`src/rtl/addsub_pipe.sv`:
```
// Pipelined two's-complement adder/subtractor: the carry chain is cut into SEG_W-bit
// segments with one register stage each, plus optional signed saturation and status flags.
module addsub_pipe #(
  parameter int WIDTH = 16,
  parameter int SEG_W = 4
) (
  input  logic             clk,
  input  logic             rst,
  input  logic             in_valid,
  output logic             in_ready,
  input  logic [WIDTH-1:0] a,
  input  logic [WIDTH-1:0] b,
  input  logic             sub,
  input  logic             sat,
  output logic             out_valid,
  input  logic             out_ready,
  output logic [WIDTH-1:0] result,
  output logic             cb_out,
  output logic             ovf
);

  localparam int STAGES = WIDTH / SEG_W;
  localparam logic [WIDTH-1:0] SMAX = {1'b0, {(WIDTH-1){1'b1}}};
  localparam logic [WIDTH-1:0] SMIN = {1'b1, {(WIDTH-1){1'b0}}};

  if (SEG_W < 1 || (WIDTH % SEG_W) != 0) begin : g_param_check
    $error("addsub_pipe: WIDTH must be a positive multiple of SEG_W");
  end

  // Per-stage state: operands travel with the partial sum so later stages can finish it.
  logic             v_q   [STAGES];
  logic             c_q   [STAGES];
  logic             sub_q [STAGES];
  logic             sat_q [STAGES];
  logic [WIDTH-1:0] a_q   [STAGES];
  logic [WIDTH-1:0] bp_q  [STAGES];
  logic [WIDTH-1:0] s_q   [STAGES];

  logic             v_d   [STAGES];
  logic             c_d   [STAGES];
  logic             sub_d [STAGES];
  logic             sat_d [STAGES];
  logic [WIDTH-1:0] a_d   [STAGES];
  logic [WIDTH-1:0] bp_d  [STAGES];
  logic [WIDTH-1:0] s_d   [STAGES];

  logic en;

  assign en       = !out_valid || out_ready;
  assign in_ready = en;

  always_comb begin
    logic [SEG_W:0] seg;
    for (int k = 0; k < STAGES; k++) begin
      if (k == 0) begin
        // Bubbles enter as all-zero payload so nothing undefined ever reaches the outputs.
        v_d[k]   = in_valid;
        sub_d[k] = in_valid & sub;
        sat_d[k] = in_valid & sat;
        a_d[k]   = in_valid ? a : '0;
        bp_d[k]  = in_valid ? (sub ? ~b : b) : '0;
        s_d[k]   = '0;
        c_d[k]   = in_valid & sub;
      end else begin
        v_d[k]   = v_q[k-1];
        sub_d[k] = sub_q[k-1];
        sat_d[k] = sat_q[k-1];
        a_d[k]   = a_q[k-1];
        bp_d[k]  = bp_q[k-1];
        s_d[k]   = s_q[k-1];
        c_d[k]   = c_q[k-1];
      end
      seg = {1'b0, a_d[k][k*SEG_W +: SEG_W]} + {1'b0, bp_d[k][k*SEG_W +: SEG_W]}
          + {{SEG_W{1'b0}}, c_d[k]};
      s_d[k][k*SEG_W +: SEG_W] = seg[SEG_W-1:0];
      c_d[k] = seg[SEG_W];
    end
  end

  // NOTE: sequential state uses non-blocking assignments so every stage samples its
  // predecessor's pre-edge value; blocking here would collapse the pipeline.
  always_ff @(posedge clk) begin
    if (rst) begin
      // NOTE: the stage arrays are a handful of flops, not RAM, so clearing them on
      // reset is cheap and keeps result/cb_out/ovf at zero after reset.
      for (int k = 0; k < STAGES; k++) begin
        v_q[k]   <= 1'b0;
        c_q[k]   <= 1'b0;
        sub_q[k] <= 1'b0;
        sat_q[k] <= 1'b0;
        a_q[k]   <= '0;
        bp_q[k]  <= '0;
        s_q[k]   <= '0;
      end
    end else if (en) begin
      v_q   <= v_d;
      c_q   <= c_d;
      sub_q <= sub_d;
      sat_q <= sat_d;
      a_q   <= a_d;
      bp_q  <= bp_d;
      s_q   <= s_d;
    end
  end

  logic a_msb, bp_msb;
  logic [WIDTH-1:0] sum;

  assign sum       = s_q[STAGES-1];
  assign a_msb     = a_q[STAGES-1][WIDTH-1];
  assign bp_msb    = bp_q[STAGES-1][WIDTH-1];
  assign out_valid = v_q[STAGES-1];
  assign ovf       = (a_msb == bp_msb) && (sum[WIDTH-1] != a_msb);
  // Subtraction reports a borrow, which is the inverted carry of a + ~b + 1.
  assign cb_out    = c_q[STAGES-1] ^ sub_q[STAGES-1];
  assign result    = (sat_q[STAGES-1] && ovf) ? (a_msb ? SMIN : SMAX) : sum;

endmodule

```
`config.mk`:
```
export PLATFORM = sky130hd
export DESIGN_NAME = addsub_pipe
export DESIGN_NICKNAME = d
export VERILOG_FILES = /design/src/rtl/addsub_pipe.sv
export SDC_FILE = /design/constraint.sdc
export NUM_CORES = 1
export LEC_CHECK = 0
export CORE_MARGIN = 1.5
export CORE_UTILIZATION = 52
export CTS_BUF_LIST = sky130_fd_sc_hd__clkbuf_8
export CTS_CLUSTER_SIZE = 20
export DETAILED_ROUTE_END_ITERATION = 7
export PLACE_DENSITY = 0.84
export SLEW_MARGIN = 20
export SYNTH_ARGS = -nofsm -noshare
export SYNTH_HDL_FRONTEND = slang
export SYNTH_SLANG_ARGS = --single-unit
```
`constraint.sdc`:
```
create_clock -name clk -period 2.1 [get_ports clk]
set_input_delay 0.42 -clock clk [delete_from_list [all_inputs] [get_ports clk]]
set_output_delay 0.42 -clock clk [all_outputs]
set_load 0.005 [all_outputs]
```
==> run_results.csv, run 1 <==
group,metric,value,unit
outcome,status,"finished, final reports clean",
power,finalPower,3.66,mW
sta,relSlewSlack,63.9,%
floorplan,placementRows,34,
clock_network,cts.sinks,106,
critical_path,r2r_cells,5,
floorplan,die_y,98.2,um
final_layout,fin_cells,717,
clock_network,cts_made_buffers,9,
sta,fin_setup_tns,0,ps
sta,setup_ws,58.5,ps
sta,setup_violations,0,
power,p_per_area,671,mW/mm2
routing,avgRoutedWirePerCell,13.3,um
global_route,use_met2,35.2,%
clock_network,cts_tree,"done",
critical_path,cpMostUsedCell,"fa_2",
clock_network,clock-root-buffer,"clkbuf_8",
placement,dp_cells,698,
critical_path,timing.rr.start,"c_q[1]$_SDFFE_PP0P_",
min_path,hold_depth,2,
placement,gp_congestion,0.752,
critical_path,r2r_end,"c_q[0]$_SDFFE_PP0P_",
sta,rsz0062_at_grt,"false",
global_route,antenna_found_initial,0,
synth,synth_nets,620,
final_layout,diodes,0,
sta,fin_crit_sh,97.2,%
global_route,top_usage_layer,"met2",
global_route,grt_pass1_wl,16000,um
min_path,holdPathEnd,"a_d[31]$_SDFFE_PP0P_",
final_layout,fin_nets,662,
synth,syn_avg_cell_area,8.38,um2
min_path,hold_class,"flop to flop",
clock_network,clk_pin_slew_worst_paths,100,ps
min_path,hold_path_startpoint,"a_d[31]$_SDFFE_PP0P_",
run,cap_violations,0,
sta,hold_viol_final,0,
clock_network,cts_buffer_depth,2,
critical_path,cp_cell_sequence,"clkdlybuf4s50_1, buf_4, nand2_1, fa_2, fa_2, nor2b_1, o21ai_0, a211oi_1",
synth,syn_inst,562,
floorplan,chipWidth,98.2,um
synth,syn_area,0.00471,mm2
synth,synth_top_area_share,45.0,%
final_layout,fillers,742,
final_layout,drive_above_1_share,11.0,%
critical_path,critical_path_arrival,2320,ps
routing,drtIter0Drc,191,
synth,yosys-top-cells-area,"dfxtp_1, nand2_1, a21oi_1",
sta,holdWs,455,ps
routing,drt.antenna.violating_nets,0,
routing,via_count,3781,
floorplan,start_util,53.8,%
sta,fin_worst_skew,9.83,ps
routing,drc,0,
placement,dp_hpwl,6190,um
critical_path,rrSetupSlack,250,ps
clock_network,clk_latency,360,ps
critical_path,max_stage_delay,450,ps
global_route,use_met1,24.3,%
power,peakVddDrop,0.301,mV
sta,tightest_slew,542,ps
sta,drv_slew,0,
global_route,gr-usage-met3,4.22,%
routing,totalWireLength,9540,um
synth,yosysTopAreaCell,"dfxtp_1",
synth,synthDistinctLibCells,34,
critical_path,crit_type,"primary input to flop",
critical_path,cp_slowest_cell,"clkdlybuf4s50_1",
critical_path,cp_max_fo,6,
final_layout,syn_to_final_growth,15.8,%
sta,clock.fmax,490,MHz
placement,dpl_worst_slack,-459,ps
placement,portBuffers,57,
critical_path,start_kind,"primary input",
synth,synth-seq-cells,106,
global_route,grt_overflow_total,0,
critical_path,required,2380,ps
routing,drt-vias-per-instance,5.27,
routing,dr.pass1.iters,5,
critical_path,cp-end-kind,"flop",
global_route,grt_pass1_vias,3602,
global_route,grt_util_all_layers,20.0,%
synth,synth-seq-area-share,45.0,%
floorplan,die_area,0.00964,mm2
floorplan,ios,58,
clock_network,htree_levels,3,
sta,fin_crit,2040,ps
synth,ys.warnings.count,0,
floorplan,core,0.00876,mm2
global_route,grt_max_degree,108,
power,p_leak,2.26,nW
[cell usage in the layout (no fill, tap or decap), drive strengths merged, types with 12 or more instances in the layout]
master | Yosys | layout
ha | 12 | 12
nand3 | 26 | 26
a21o | 20 | 20
a21oi | 96 | 96
dfxtp | 106 | 106
nor2 | 13 | 13
clkdlybuf4s50 | 0 | 38
buf | 35 | 34
xor2 | 17 | 17
nand2 | 164 | 164
[power breakdown]
group	internal (mW)	total [mW]	switching [mW]
registers	2.09	2.14	0.0485
logic	0.193	0.376	0.183
clock network	0.464	1.15	0.684
[per-stage QoR]
step,utilization (%),area (um2)
global placement,60.5,5300
global route,62.3,5460
finish,62.3,5460
floorplan,-,4720
detailed placement,60.5,5300
CTS,62.8,5500
[synthesized netlist by cell type]
library cell and n:
nand2_1 164, dfxtp_1 106, a21oi_1 96, nand3_1 26, buf_2 19, xor2_1 17, a21o_1 15, nor2_1 13
ha_1 12, a211oi_1 9, clkbuf_1 9, buf_4 8, fa_1 8, buf_6 7, nand3b_1 6, a21o_2 5
inv_1 5, a2111o_1 4, and2_1 4, o211ai_1 4, xnor2_1 4, nand2b_1 3, or3_1 3, and3b_1 2
nor2b_1 2, nor3_1 2, o21ai_0 2, buf_8 1, inv_4 1, mux2_4 1, nor2b_4 1, nor3b_2 1
o21ai_2 1, or2_2 1
[metal layers]
metal,vias up,routed length (um)
li1,1952,-
met1,1727,4280
met2,86,4710
met3,16,425
met4,0,125
met5,-,0
[registers in the layout, indices dropped and copies added, names as in the netlist]
signal / flops
bp_d: 24
v_d: 3
sat_q: 1
sum: 16
s_d: 24
sub_d: 3
out_valid: 1
bp_msb: 1
a_d: 24
sat_d: 3
sub_q: 1
a_msb: 1
c_q: 4
[worst max-delay path: cells and delay by family]
family / cells / cell delay [ps]
simple gates: 2 / 220
buf+inv: 2 / 600
fa+ha+maj: 2 / 770
compound gates: 2 / 290
[logic make-up (layout without fill, tap and decap cells)]
| family | Yosys count | in the layout | synth area share, % |
|---|---|---|---|
| AOI/OAI and AO/OA | 136 | 136 | 16.9 |
| and+or+nand+nor | 228 | 228 | 20.7 |
| buffers and inverters | 50 | 97 | 6.53 |
| DFF | 106 | 106 | 45.0 |
| adders and majority gates | 20 | 20 | 6.59 |
| xor gates and xnor gates | 21 | 21 | 3.90 |
| muxes | 1 | 1 | 0.319 |
[repair_timing]
action	CTS	global route
resized for setup	75	5
setup endpoints to repair	18	17
hold endpoints to repair	0	0
gates cloned	1	0
buffers inserted	5	1
hold buffers	0	0
pin swaps	3	9
[final cells by class]
type                       instances  area [um2]  area share (%)
clock buffer                      10         138            2.52
sequential                       106        2130            39.0
inverter                           6        25.0           0.459
clock inverter                     6        41.3           0.757
tap                              108         135            2.48
timing repair buffer              75         669            12.3
multi-input combinational        406        2320            42.5
[worst max path at each step]
| stage | from | slack (ps) | to | cells past startpoint |
|---|---|---|---|---|
| 3_3_place_gp | sub | -340 | c_q[3]$_SDFFE_PP0P_ | 8 |
| 5_1_grt | in_valid | 20 | c_q[3]$_SDFFE_PP0P_ | 8 |
| 6_report | in_valid | 60 | c_q[3]$_SDFFE_PP0P_ | 8 |
| 3_5_place_dp | sub | -460 | c_q[3]$_SDFFE_PP0P_ | 8 |
| 2_1_floorplan | sub | 5 | c_q[3]$_SDFFE_PP0P_ | 9 |
| 4_1_cts | a_msb$_SDFFE_PP0P_ | -40 | result[0] | 7 |
(Power assumes the default switching activity.)
==> run 2: changes to the inputs <==
--- a/config.mk
+++ b/config.mk
@@ -6,11 +6,11 @@
 export NUM_CORES = 1
 export LEC_CHECK = 0
 export CORE_MARGIN = 1.5
-export CORE_UTILIZATION = 52
+export CORE_UTILIZATION = 45
 export CTS_BUF_LIST = sky130_fd_sc_hd__clkbuf_8
-export CTS_CLUSTER_SIZE = 20
+export CTS_CLUSTER_SIZE = 30
 export DETAILED_ROUTE_END_ITERATION = 7
-export PLACE_DENSITY = 0.84
+export PLACE_DENSITY = 0.75
 export SLEW_MARGIN = 20
 export SYNTH_ARGS = -nofsm -noshare
 export SYNTH_HDL_FRONTEND = slang
==> run 2 against run 1 <==
Wire length down 1.3%. Sequential share of layout area shrank 0.62 points. Sequential power hardly changed. Clock skew rose by 1.7 ps. Final cell count rose by 4.3%. Global-route usage fell by 1.8 points. Total power about the same. Clock power about the same. Largest power group unchanged. Combinational power grew 2%.
==> run_results.csv, run 2 (synthesized netlist as in run 1, its figures left out) <==
group,metric,value,unit
sta,clock.fmax,477,MHz
clock_network,cts.sinks,106,
routing,drt-vias-per-instance,4.99,
final_layout,syn_to_final_growth,17.8,%
clock_network,htree_levels,3,
clock_network,cts_made_buffers,9,
power,peakVddDrop,0.311,mV
critical_path,cp_top_family,"flip-flops",
final_layout,fillers,945,
placement,dp_hpwl,6400,um
sta,drv_slew,0,
critical_path,cp-end-kind,"output pin",
final_layout,final_common_cell,"nand2_1",
floorplan,ios,58,
power,p_per_area,660,mW/mm2
critical_path,cp_slowest_cell,"dfxtp_4",
clock_network,cts_buffer_depth,2,
critical_path,critical_path_arrival,1680,ps
placement,gp_congestion,0.771,
critical_path,start_kind,"flop",
final_layout,fin_nets,665,
min_path,hold_class,"flop to flop",
routing,drt.antenna.violating_nets,0,
floorplan,placementRows,37,
routing,drtIter0Drc,151,
global_route,grt_pass1_vias,3635,
critical_path,crit_type,"flop to output pin",
final_layout,fin_cells,748,
sta,setup_violations,0,
sta,hold_viol_final,0,
placement,portBuffers,57,
sta,fin_crit,2100,ps
final_layout,final_core_util,54.3,%
routing,dr.pass1.iters,4,
clock_network,ctsHoldBuffers,0,
outcome,status,"finished, final reports clean",
global_route,grt_max_degree,108,
global_route,grt_pass1_wl,16700,um
clock_network,clk_pin_slew_worst_paths,100,ps
final_layout,diodes,0,
global_route,grt_util_all_layers,18.3,%
final_layout,layout_common_cells,"nand2_1, dfxtp_1, a21oi_1",
routing,via_count,3730,
critical_path,required,1680,ps
critical_path,cp_max_fo,3,
run,cap_violations,0,
floorplan,start_util,46.1,%
sta,rsz0062_at_grt,"true",
clock_network,cts_tree,"done",
final_layout,drive_above_1_share,11.8,%
clock_network,clk_latency,360,ps
global_route,grt_overflow_total,0,
critical_path,critical_path_buf_inv_count,2,
critical_path,cpMostUsedCell,"buf_6",
sta,tightest_slew,522,ps
routing,avgRoutedWirePerCell,12.6,um
floorplan,die_area,0.0111,mm2
sta,relSlewSlack,65.2,%
sta,fin_worst_skew,11.5,ps
critical_path,max_stage_delay,370,ps
sta,fin_crit_sh,99.9,%
critical_path,cp_cell_sequence,"and3b_2, o21ai_4, buf_6, mux2_4, buf_6",
power,p_leak,2.29,nW
sta,setup_ws,2.17,ps
routing,totalWireLength,9420,um
floorplan,die_y,105,um
routing,drc,0,
power,finalPower,3.66,mW
placement,dpl_worst_slack,-500,ps
clock_network,clock-root-buffer,"clkbuf_8",
floorplan,chipWidth,105,um
placement,dp_cells,728,
global_route,antenna_found_initial,0,
floorplan,core,0.0102,mm2
run 2: cell types whose count changed in the layout (fill, tap and decap cells not counted), sizes merged:
cell and delta:
clkinv +3, clkbuf +2, clkinvlp -2, dlymetal6s2s +1, clkdlybuf4s50 -1
run 2: area by class of cell:
| cell class | count | area [um2] | area share (%) |
|---|---|---|---|
| Clock buffer | 9 | 124 | 2.23 |
| Clock inverter | 7 | 55.1 | 0.991 |
| Inverter | 6 | 25.0 | 0.451 |
| Multi-Input combinational cell | 406 | 2320 | 41.8 |
| Sequential cell | 106 | 2130 | 38.4 |
| Tap cell | 136 | 170 | 3.06 |
| Timing Repair Buffer | 78 | 729 | 13.1 |
run 2: power by group:
group          total, mW  switching, mW  leakage (nW)  internal [mW]
Sequential          2.14         0.0485         0.866           2.09
Clock               1.14          0.699        0.0965          0.442
Combinational      0.383          0.184          1.33          0.199
Total               3.66          0.932          2.29           2.73
run 2: stage by stage:
step                cell area (um2)  TNS [ps]  hold slack, ps
floorplan                      4720         0             432
global placement               5350     -1440             441
detailed placement             5350     -2490             444
CTS                            5580      -282             456
global route                   5550     -91.8             469
finish                         5550         0             452
run 2: worst reg2reg max path, cell delays in order, from the launching register on:
cell and delay, ps:
dfxtp_1 340, fa_1 470, fa_1 430, a21o_1 180
a211oi_1 310, nor3_1 90
run 2: path summary, 6_finish.rpt:
check | cells past startpoint | end | slack (ps) | startpoint
setup reg to reg | 5 | c_q[0]$_SDFFE_PP0P_ | 160 | c_q[1]$_SDFFE_PP0P_
hold reg to reg | 2 | bp_d[12]$_SDFFE_PP0P_ | 450 | bp_d[28]$_SDFFE_PP0P_
hold / removal | 2 | bp_d[12]$_SDFFE_PP0P_ | 450 | bp_d[28]$_SDFFE_PP0P_
setup / recovery | 5 | result[15] | 2 | bp_msb$_SDFFE_PP0P_
run 2: timing repair:
item / 4_1_cts / 5_1_grt
cloned: 1 / 0
gates resized for setup: 69 / 15
setup endpoints to repair: 19 / 18
setup buffers: 5 / 1
endpoints found under the hold margin: 0 / 0
pin swaps: 4 / 10
run 2: per-layer routing:
metal  vias up  global-route usage, %  share of wire [%]
li1       1959                      -                  -
met5         -                      0                  0
met3        20                   2.78                3.7
met4         0                   8.61                2.5
met1      1681                   24.2                 48
met2        70                   29.3                 46
